[src/rtl/glitch_sequencer.sv]
// Trigger-relative glitch pulse sequencer: synchronised trigger rise -> programmable offset, width, repeat count and gap.
// Latency: trigger pin to COUNT is SYNC_STAGES+1 clocks; config is only accepted in IDLE/DONE (cfg_ready low during a run).
module glitch_sequencer #(
    parameter int CNT_W       = 16,
    parameter int SYNC_STAGES = 2
) (
    input  logic             clk,
    input  logic             reset,
    input  logic             trigger,
    input  logic             cfg_valid,
    output logic             cfg_ready,
    input  logic [CNT_W-1:0] cfg_cycle,
    input  logic [7:0]       cfg_width,
    input  logic [3:0]       cfg_repeat,
    input  logic [7:0]       cfg_gap,
    input  logic             abort,
    output logic             glitch_en,
    output logic [CNT_W-1:0] cycle_count,
    output logic [4:0]       pulse_count,
    output logic [2:0]       state,
    output logic             done,
    output logic             aborted
);

    localparam logic [2:0] ST_IDLE  = 3'd0;
    localparam logic [2:0] ST_ARMED = 3'd1;
    localparam logic [2:0] ST_COUNT = 3'd2;
    localparam logic [2:0] ST_PULSE = 3'd3;
    localparam logic [2:0] ST_GAP   = 3'd4;
    localparam logic [2:0] ST_DONE  = 3'd5;

    // A single-flop synchroniser is never safe, so the chain is clamped to two.
    localparam int SYNC_N = (SYNC_STAGES < 2) ? 2 : SYNC_STAGES;

    typedef struct packed {
        logic [CNT_W-1:0] cycle;
        logic [7:0]       width;
        logic [3:0]       rpt;
        logic [7:0]       gap;
    } cfg_t;

    cfg_t              cfg_q;
    logic [SYNC_N-1:0] sync_q;
    logic              trig_prev;
    logic [7:0]        phase_cnt;

    logic              trig_s;
    logic              trig_rise;
    logic              cfg_fire;
    logic              run_stop;
    logic [7:0]        width_m1;
    logic [7:0]        gap_m1;
    logic [CNT_W-1:0]  count_inc;

    assign trig_s    = sync_q[SYNC_N-1];
    assign trig_rise = trig_s & ~trig_prev;
    assign cfg_ready = (state == ST_IDLE) || (state == ST_DONE);
    assign cfg_fire  = cfg_valid & cfg_ready;
    assign done      = (state == ST_DONE);
    // Once counting has started, losing the trigger level is treated like a software abort.
    assign run_stop  = abort | ~trig_s;
    assign width_m1  = (cfg_q.width == 8'd0) ? 8'd0 : cfg_q.width - 8'd1;
    assign gap_m1    = (cfg_q.gap == 8'd0) ? 8'd0 : cfg_q.gap - 8'd1;
    assign count_inc = (cycle_count == {CNT_W{1'b1}}) ? cycle_count : cycle_count + 1'b1;

    always_ff @(posedge clk or posedge reset) begin
        if (reset) begin
            state       <= ST_IDLE;
            glitch_en   <= 1'b0;
            cycle_count <= '0;
            pulse_count <= '0;
            aborted     <= 1'b0;
            sync_q      <= '0;
            trig_prev   <= 1'b0;
            cfg_q       <= '0;
            phase_cnt   <= '0;
        end else begin
            sync_q    <= {sync_q[SYNC_N-2:0], trigger};
            trig_prev <= trig_s;
            case (state)
                ST_IDLE, ST_DONE: begin
                    if (cfg_fire) begin
                        cfg_q       <= {cfg_cycle, cfg_width, cfg_repeat, cfg_gap};
                        aborted     <= 1'b0;
                        pulse_count <= '0;
                        cycle_count <= '0;
                        state       <= ST_ARMED;
                    end
                end
                ST_ARMED: begin
                    if (abort) begin
                        aborted <= 1'b1;
                        state   <= ST_DONE;
                    end else if (trig_rise) begin
                        cycle_count <= '0;
                        state       <= ST_COUNT;
                    end
                end
                ST_COUNT: begin
                    cycle_count <= count_inc;
                    if (run_stop) begin
                        aborted <= 1'b1;
                        state   <= ST_DONE;
                    end else if (cycle_count == cfg_q.cycle) begin
                        glitch_en   <= 1'b1;
                        pulse_count <= pulse_count + 5'd1;
                        phase_cnt   <= width_m1;
                        state       <= ST_PULSE;
                    end
                end
                ST_PULSE: begin
                    cycle_count <= count_inc;
                    if (run_stop) begin
                        glitch_en <= 1'b0;
                        aborted   <= 1'b1;
                        state     <= ST_DONE;
                    end else if (phase_cnt == 8'd0) begin
                        glitch_en <= 1'b0;
                        // pulse_count already includes the pulse that is ending.
                        if (pulse_count <= {1'b0, cfg_q.rpt}) begin
                            phase_cnt <= gap_m1;
                            state     <= ST_GAP;
                        end else begin
                            state <= ST_DONE;
                        end
                    end else begin
                        phase_cnt <= phase_cnt - 8'd1;
                    end
                end
                ST_GAP: begin
                    cycle_count <= count_inc;
                    if (run_stop) begin
                        aborted <= 1'b1;
                        state   <= ST_DONE;
                    end else if (phase_cnt == 8'd0) begin
                        glitch_en   <= 1'b1;
                        pulse_count <= pulse_count + 5'd1;
                        phase_cnt   <= width_m1;
                        state       <= ST_PULSE;
                    end else begin
                        phase_cnt <= phase_cnt - 8'd1;
                    end
                end
                default: begin
                    glitch_en <= 1'b0;
                    state     <= ST_IDLE;
                end
            endcase
        end
    end

endmodule

[config.mk]
export PLATFORM = sky130hd
export DESIGN_NAME = glitch_sequencer
export DESIGN_NICKNAME = d
export VERILOG_FILES = /design/src/rtl/glitch_sequencer.sv
export SDC_FILE = /design/constraint.sdc
export NUM_CORES = 1
export LEC_CHECK = 0
export BUFFER_PORTS_ARGS = -buffer_cell sky130_fd_sc_hd__buf_2
export CAP_MARGIN = 20
export CORE_MARGIN = 5
export CORE_UTILIZATION = 55
export CTS_BUF_LIST = sky130_fd_sc_hd__clkbuf_8
export CTS_CLUSTER_DIAMETER = 200
export DETAILED_ROUTE_END_ITERATION = 10
export HOLD_SLACK_MARGIN = 0.05
export PLACE_DENSITY_LB_ADDON = 0.12
export SLEW_MARGIN = 20
export SYNTH_ARGS = -nofsm -noshare
export SYNTH_HDL_FRONTEND = slang
export SYNTH_SLANG_ARGS = --single-unit
[constraint.sdc]
create_clock -name clk -period 2.8 [get_ports clk]
set_input_delay 0.56 -clock clk [delete_from_list [all_inputs] [get_ports clk]]
set_output_delay 0.56 -clock clk [all_outputs]
set_load 0.01 [all_outputs]
## Word level (Yosys, flattened, before mapping)

Index checks and enable logic that the tools add are counted.

- Flip-flop bits (word level): 73
- Input port bits: 41

- Reduce and logical (&&, ||, !) cells: 18
- Muxes and demuxes: 43
- $lt $le $gt $ge: 1
- Add/sub/neg operators: 5
- Bitwise gates (word level): 6
- Eq/ne operators: 23

Operators with widths:

| operator | count |
|---|---|
| two-way mux 8 bit | 9 |
| two-way mux 16 bit | 4 |
| case mux 16 bit (3 select lines) | 1 |
| two-way mux 3 bit | 9 |
| two-way mux 5 bit | 5 |
| logical NOT 8 bit | 3 |
| case mux 8 bit (3 select lines) | 1 |
| subtractor 8 x 1 -> 8 bit, second input constant | 3 |
| inequality test 2 bit, second input constant | 10 |
| AND reduction 6 bit | 3 |
| adder 16 x 1 -> 16 bit, second input constant | 1 |
| == test 16 bit | 1 |
| == test 16 bit, second input constant | 1 |
| inequality test 3 bit, second input constant | 5 |
| case mux 3 bit (5 select lines) | 1 |
| case mux 5 bit (3 select lines) | 1 |
| two-way mux 1 bit | 10 |
| AND reduction 5 bit | 2 |
| nonzero test 3 bit | 3 |
| == test 3 x 2 -> 1 bit, second input constant | 2 |
| == test 3 bit, second input constant | 2 |
| OR reduction 3 bit | 2 |
| adder 5 x 1 -> 5 bit, second input constant | 1 |
| <= comparator 5 x 4 -> 1 bit | 1 |
| other kinds (12) | 15 |

## Depth between registers and ports, before layout

Gate-level depths: netlist (run 1).

- Depth in word-level cells: 6
- Mapped depth: 8
- Depth with buffers taken out: 8

## Least setup slack after synthesis (run 1)

OpenSTA, ideal clock, no wires.

- Path kind: reg2reg
- Start: register state[2]
- End: register cfg_q[20] in the netlist's numbering
- Data arrival time: 1.900 ns
- Period minus slack after synthesis: 2.025 ns
- Path slack: 0.775 ns
- Library setup time: 0.125 ns
- Data required time: 2.675 ns
- Cell stages (with the launch flop): 8
- Cells stage by stage: dfrtp_1 > buf_2 > xor2_1 > nor2_1 > and2_1 > buf_4 > clkbuf_1 > mux2_2

- Word-level cells in the longest chain between the ends: 4
- Elaborated cells between the ends (all ways): 6
- Classes of those cells: eq/ne (1); bitwise (1); reduce/logical (4)

RTL lines:

| element | line | RTL |
|---|---|---|
| start: declaration | 20 | `output logic [2:0] state,` |
| start signal: assignment | 68 | `state <= ST_IDLE;` |
| start signal: assignment | 87 | `state <= ST_ARMED;` |
| start signal: assignment | 93 | `state <= ST_DONE;` |
| == test 3 bit / logical NOT 3 bit (equally long branches) | 57 | `assign cfg_ready = (state == ST_IDLE) \|\| (state == ST_DONE);` |
| logical OR 1 bit * | 57 |  |
| via cfg_ready | 11 | `output logic cfg_ready,` |
| AND 1 bit * | 58 | `assign cfg_fire = cfg_valid & cfg_ready;` |
| AND reduction 2 bit (no source line) * | n/a |  |
| end signal: assignment | 83 | `cfg_q <= {cfg_cycle, cfg_width, cfg_repeat, cfg_gap};` |
| end: declaration | 42 | `cfg_t cfg_q;` |

Mark *: on every way through the listed nets, which the timed path passes. The rest lies on a longest branch.
A chain may end at the register's enable or synchronous reset.

## Worst setup path in the final report (run 1)

- Start: register phase_cnt[0]
- End: register phase_cnt[3]

- Word-level cells in the longest chain between the ends: 4
- Elaborated cells between the ends (all ways): 9
- Classes of those cells: add/sub (1); eq/ne (1); mux (5); reduce/logical (2)

RTL lines:

| element | line | RTL |
|---|---|---|
| start: declaration | 45 | `logic [7:0] phase_cnt;` |
| start signal: assignment | 107 | `phase_cnt <= width_m1;` |
| start signal: assignment | 121 | `phase_cnt <= gap_m1;` |
| start signal: assignment | 127 | `phase_cnt <= phase_cnt - 8'd1;` |
| subtractor 8 x 1 -> 8 bit / logical NOT 8 bit (equally long branches) | n/a |  |
| two-way mux 8 bit, on equally long branches | 135, 117 |  |
| two-way mux 8 bit, on equally long branches | 132, 113 |  |
| case mux 8 bit (3 select lines) | 80 | `case (state)` |

Parallel ways exist; a longest one is shown, timed or not. The select of a mux whose other input is x is not followed.

==> results of run 1 <==
-- cells by family after synthesis --
logic type | count (synthesis)
mux | 38
compound gates | 111
fa+ha+maj | 12
buf+inv | 36
xor+xnor | 29
flops | 73
simple gates | 148
-- per-layer routing --
layer / part of all wire / up-vias / wire length, µm / track usage
met5: 0.0020 / - / 21 / 0
met3: 0.066 / 22 / 681 / 0.0410
met2: 0.47 / 143 / 4830 / 0.342
li1: - / 1760 / - / -
met1: 0.45 / 1704 / 4620 / 0.310
met4: 0.019 / 4 / 198 / 0.0756
-- cell usage after synthesis, drive strengths merged, types with 4 or more instances --
library cell  instances  area share
and3                  5      0.0073
clkbuf                9      0.0081
dfrtp                73        0.42
o22a                  4      0.0081
mux2i                 4      0.0093
a31oi                 8       0.012
nand2                40       0.035
xor2                  5       0.010
o21ai                43       0.052
or3                   7       0.010
nor2b                 4      0.0058
nand2b                5      0.0078
ha                   12       0.035
xnor2                24       0.049
mux2                 34       0.089
nor2                 29       0.026
nor3                 12       0.015
buf                   7       0.011
a21oi                28       0.032
nand4                10       0.015
nand3                15       0.019
inv                  20       0.017
and2                  5      0.0078
-- report_power, final --
group	switching, mW	internal [mW]	leakage (nW)	total, mW
Clock	0.461	0.336	0.0872	0.796
Sequential	0.443	1.46	0.911	1.90
Combinational	1.41	1.24	1.22	2.65
-- layout by cell type (no fill, tap or decap), types with 7 or more instances in the layout --
master     n
nor2_1    28
dfrtp_1   73
o21ai_1   14
a21oi_1   28
a31oi_1    8
o21ai_0   27
inv_1     18
nor3_1    11
ha_1      12
buf_2     68
xnor2_1   24
nand3_1   14
buf_4     10
nand2_1   39
or3_1      7
mux2_2    29
nand4_1   10
clkbuf_8   9
-- sequential cells by signal, indices dropped and copies added, names as in the netlist --
| signal | cells |
|---|---|
| sync_q | 2 |
| cycle_count | 16 |
| aborted | 1 |
| glitch_en | 1 |
| cfg_q | 36 |
| phase_cnt | 8 |
| state | 3 |
| pulse_count | 5 |
| trig_prev | 1 |
-- worst min-delay path: stages --
cell and delay (ns):
buf_2 0.10, inv_2 0.06, buf_12 0.33
-- final timing paths --
kind / startpoint / slack [ns] / end
max in group asynchronous: reset / 2.21 / cfg_q[21]
worst min register to register: sync_q[0] / 0.36 / sync_q[1]
worst max register to register: phase_cnt[0] / 0.46 / phase_cnt[3]
worst min-delay path: reset / 0.27 / cfg_q[11]
min in group clk: trigger / 0.30 / sync_q[0]
worst max-delay path: phase_cnt[0] / 0.46 / phase_cnt[3]
-- per-stage QoR --
stage	hold WS, ns	util	setup slack (ns)	total power, mW	instances
4_1_cts	0.297	0.647	0.476	5.36	628
5_1_grt	0.296	0.647	0.292	5.75	628
2_1_floorplan	0.331	-	0.387	3.86	447
6_report	0.275	0.647	0.463	5.35	628
3_5_place_dp	0.336	0.624	0.400	4.55	612
3_3_place_gp	0.332	0.624	0.496	4.47	612
-- final cells by class --
type | count | share of cell area
well taps | 102 | 0.0256
flip-flops and latches | 73 | 0.367
multi-input cells | 338 | 0.468
clock inverters | 7 | 0.0118
inverters | 20 | 0.0151
clock buffers | 9 | 0.0249
repair buffers | 79 | 0.0875
==> results.py, run 1 <==
metrics = {
    "timing": {
        "final.min_clock_period_ns": 2.34,
        "rsz0062_at_grt": "no",
        "setup_tns_ns": 0,
        "max_slew_margin": 0.459,
        "tightest_slew_ns": 0.808,
        "slew_violations": 0,
        "finalSetupViolCount": 0,
        "fmax_mhz": 428,
        "fin_crit_sh": 0.835,
        "hold_viol": 0,
        "finClkSkew_ns": 0.0147,
    },
    "global_route": {
        "grt_max_degree": 74,
        "grt_pass1_wl_um": 17300,
        "grt.overflow.total": 0,
        "grt_usage": 0.220,
        "grt_pass1_vias": 3559,
        "antenna_found_initial": 2,
    },
    "finish": {
        "final_area_um2": 4980,
        "n_fill_cell": 687,
        "diodes": 0,
        "area_growth_syn_to_layout_pct": 15.4,
        "finalNetCount": 574,
        "drive_gt1_frac": 0.274,
        "seqCellArea_um2": 1830,
        "multi_input_area_um2": 2330,
    },
    "clock_network": {
        "clk_pin_slew_ns": 0.09,
        "clock_sinks": 73,
        "htreeDepth": 3,
        "clock-root-buffer": "clkbuf_8",
        "cts_resized": 0,
        "clockBufferDepth": 2,
        "insertion_delay_ns": 0.37,
        "cts_tree": "done",
        "post_cts_buffers": 0,
        "cts_hold_buf": 0,
        "cts_made_buffers": 9,
    },
    "drt": {
        "vias": 3633,
        "first_pass_iters": 5,
        "wl_per_cell_um": 16.5,
        "ant_nets": 0,
        "routed_wirelength_um": 10400,
        "via_per_inst": 5.79,
        "drcViolationCount": 0,
        "drt_first_iter_violations": 190,
    },
    "worst_setup_path": {
        "slowest_delay_ns": 0.44,
        "slowest_stage": "dfrtp_1",
        "path_class": "register to register",
        "worst_ep_required_time_ns": 3.04,
        "end_kind": "register",
        "crit_buf_inv": 1,
        "worstPathArrival_ns": 2.58,
        "crit_cells": 7,
        "path_cells": "inv_1 -> ha_1 -> nor3b_1 -> nand2_2 -> o211ai_2 -> nand3_2 -> mux2_1",
        "path_delay_family": "simple AND/OR/NAND/NOR gates",
        "crit_path_max_fanout": 9,
        "worst_setup_path_start_kind": "register",
        "r2r_cells": 7,
    },
    "die": {
        "die_height_um": 98.6,
        "rows": 32,
        "ioPinCount": 69,
        "chipWidth_um": 98.6,
        "start_util": 0.561,
        "coreArea_um2": 7690,
        "die_area_um2": 9720,
    },
    "pwr": {
        "peakVddDrop_mv": 0.516,
        "pwr_density_cell_nw_per_um2": 1070,
        "leakage_nw": 2.22,
    },
    "synth": {
        "synthSimpleGateAreaFrac": 0.181,
        "synth_edf_count": 0,
        "ys_seq_elements": 73,
        "postSynthCellCount": 447,
        "synth_compound_area_frac": 0.167,
        "syn_avg_cell_area_um2": 9.65,
        "ys_async_sr_fraction": 1.00,
        "ys_seq_area_frac": 0.423,
        "synth_top_family_by_area": "simple AND/OR/NAND/NOR gates",
        "synthAdderAreaFrac": 0.0348,
        "synth_cell_type_count": 68,
        "ys_warn_count": 0,
        "synth_xor_area_frac": 0.0589,
        "synth_ff_type": "dfrtp_1",
        "synth.area.mux_share": 0.0980,
        "netlist_area_um2": 4310,
        "syn_nets": 500,
    },
    "placed_design": {
        "postPlaceCellArea_um2": 4790,
        "finalWeightedCongestion": 0.921,
        "hpwl_um": 7580,
        "io_buffers": 68,
    },
    "hold_path": {
        "hold_class": "primary input to async pin",
    },
    "run_status": {
        "outcome": "completed",
    },
    "run": {
        "maxCapViolCount": 0,
    },
}
Note: power is estimated with default switching activity, not from simulation.
==> run 2: changes to the inputs <==
Settings changed: CORE_UTILIZATION 55 to 53.
Clock period 2.8 ns to 1.9 ns, I/O delays scaled along.
==> run 2 against run 1 <==
  * The flow now finishes with violations (setup timing)
  * First-iteration DRC count rose by 25%
  * Sequential power rose by 39%
  * Via count rose by 9.2%
  * Worst hold slack got worse by 0.15 ns
  * Critical path depth fell by 1
  * Critical path type unchanged
  * Largest cell class unchanged
==> results.py, run 2 (synthesis gave the netlist of run 1 again) <==
metrics = {
    "finish": {
        "regMostFlops": "cfg_q",
        "final_cells": 709,
        "finalNetCount": 652,
        "layout_commonest_cell": "buf_4",
        "largest_register_ffs": 36,
        "largestRegisters": "cfg_q (36), cycle_count (16), phase_cnt (8)",
        "area_growth_syn_to_layout_pct": 35.2,
        "final_cell_mix": "buf_4 (84), buf_2 (68), dfrtp_1 (67), nand2_1 (35), mux2_2 (29)",
        "diodes": 0,
        "drive_gt1_frac": 0.439,
        "final_area_um2": 5830,
    },
    "drt": {
        "vias": 3968,
        "drcViolationCount": 0,
        "drt_first_iter_violations": 237,
        "via_per_inst": 5.60,
        "first_pass_iters": 4,
        "wl_per_cell_um": 16.4,
        "ant_nets": 0,
        "routed_wirelength_um": 11700,
    },
    "worst_setup_path": {
        "worst_setup_path_start_kind": "register",
        "path_class": "register to register",
        "worstPathArrival_ns": 2.25,
        "worst_ep_required_time_ns": 2.15,
        "end_kind": "register",
        "crit_path_max_fanout": 6,
    },
    "clock_network": {
        "cts_made_buffers": 9,
        "cts_tree": "done",
        "clockBufferDepth": 2,
        "clk_pin_slew_ns": 0.09,
        "htreeDepth": 3,
        "insertion_delay_ns": 0.35,
        "clock_sinks": 73,
        "clock-root-buffer": "clkbuf_8",
        "cts_hold_buf": 0,
    },
    "timing": {
        "hold_viol": 0,
        "fmax_mhz": 499,
        "fin_crit_sh": 1.05,
        "final.min_clock_period_ns": 2.00,
        "slew_violations": 0,
        "worst_slack_ns": -0.102,
        "tightest_slew_ns": 0.560,
        "max_slew_margin": 0.627,
        "finClkSkew_ns": 0.0122,
        "finalSetupViolCount": 11,
        "rsz0062_at_grt": "yes",
    },
    "pwr": {
        "leakage_nw": 2.67,
        "p_total_mw": 9.18,
        "pwr_density_cell_nw_per_um2": 1570,
        "peakVddDrop_mv": 0.679,
    },
    "run_status": {
        "violations": "setup timing",
        "outcome": "finished with violations",
    },
    "hold_path": {
        "hold_class": "primary input to async pin",
    },
    "die": {
        "coreArea_um2": 8090,
        "chipWidth_um": 100,
        "die_height_um": 100,
        "ioPinCount": 69,
        "rows": 33,
        "die_area_um2": 10000,
        "start_util": 0.533,
    },
    "global_route": {
        "grt_max_degree": 46,
        "antenna_found_initial": 0,
        "grt_pass1_wl_um": 19000,
        "grt_pass1_vias": 4031,
        "grt_usage": 0.238,
        "grt.overflow.total": 0,
    },
    "placed_design": {
        "postPlaceCellArea_um2": 5410,
        "placed_cells": 688,
        "finalWeightedCongestion": 0.869,
        "hpwl_um": 8770,
        "io_buffers": 68,
    },
    "run": {
        "maxCapViolCount": 0,
    },
}
run 2: final cells by class:
type                       instances  area, µm²
multi-input combinational        338       2530
tap                              105        131
timing repair buffer             157       1040
clock inverter                     7       85.1
sequential                        73       1830
clock buffer                       9        124
inverter                          20       78.8
fill                             632       2260
run 2: worst paths after layout:
kind / slack (ns) / start / endpoint / depth (start not counted)
setup / recovery: -0.10 / cycle_count[7] / phase_cnt[7] / 6
hold / removal: 0.12 / reset / aborted / 3
setup reg to reg: -0.10 / cycle_count[7] / phase_cnt[7] / 6
hold reg to reg: 0.37 / sync_q[0] / sync_q[1] / 0
max in group asynchronous: 1.30 / reset / cycle_count[10] / 3
min in group clk: 0.14 / trigger / sync_q[0] / 1
run 2: report_power, final:
group / leakage (nW) / internal (mW) / total [mW] / switching, mW
Sequential: 0.902 / 2.15 / 2.64 / 0.493
Clock: 0.100 / 0.634 / 1.30 / 0.665
Combinational: 1.67 / 2.67 / 5.23 / 2.57
Total: 2.67 / 5.45 / 9.18 / 3.72
run 2: timing repair:
action / 4_1_cts / 5_1_grt
setup endpoints to repair: 15 / 57
buffers inserted: 2 / 3
pin swaps: 13 / 9
endpoints found under the hold margin: 0 / 0
resized for setup: 19 / 29
run 2: worst max-delay path, stage by stage, from the launching register on:
cell and delay, ns:
dfrtp_2 0.43, xnor2_2 0.16, nand4_1 0.16, nor4_4 0.36, nand4_1 0.25, nand3_4 0.20
mux2_1 0.33
run 2: routing by layer:
layer  share of wire  vias to the layer above  wire, µm  GRT usage
met2            0.52                      130      6030      0.419
met3           0.054                       23       635     0.0479
met1            0.41                     1899      4750      0.287
met5               0                        -         0          0
met4           0.021                        0       248     0.0839
li1                -                     1916         -          -
run 2: through the flow:
stage	setup slack, ns	hold slack (ns)	util	TNS (ns)
6_report	-0.102	0.121	0.720	-0.824
5_1_grt	-0.170	0.121	0.720	-1.82
4_1_cts	-0.112	0.124	0.705	-0.902
3_5_place_dp	-0.134	0.347	0.668	-1.62
3_3_place_gp	-0.0782	0.332	0.668	-0.512
2_1_floorplan	-0.0363	0.331	-	-0.181
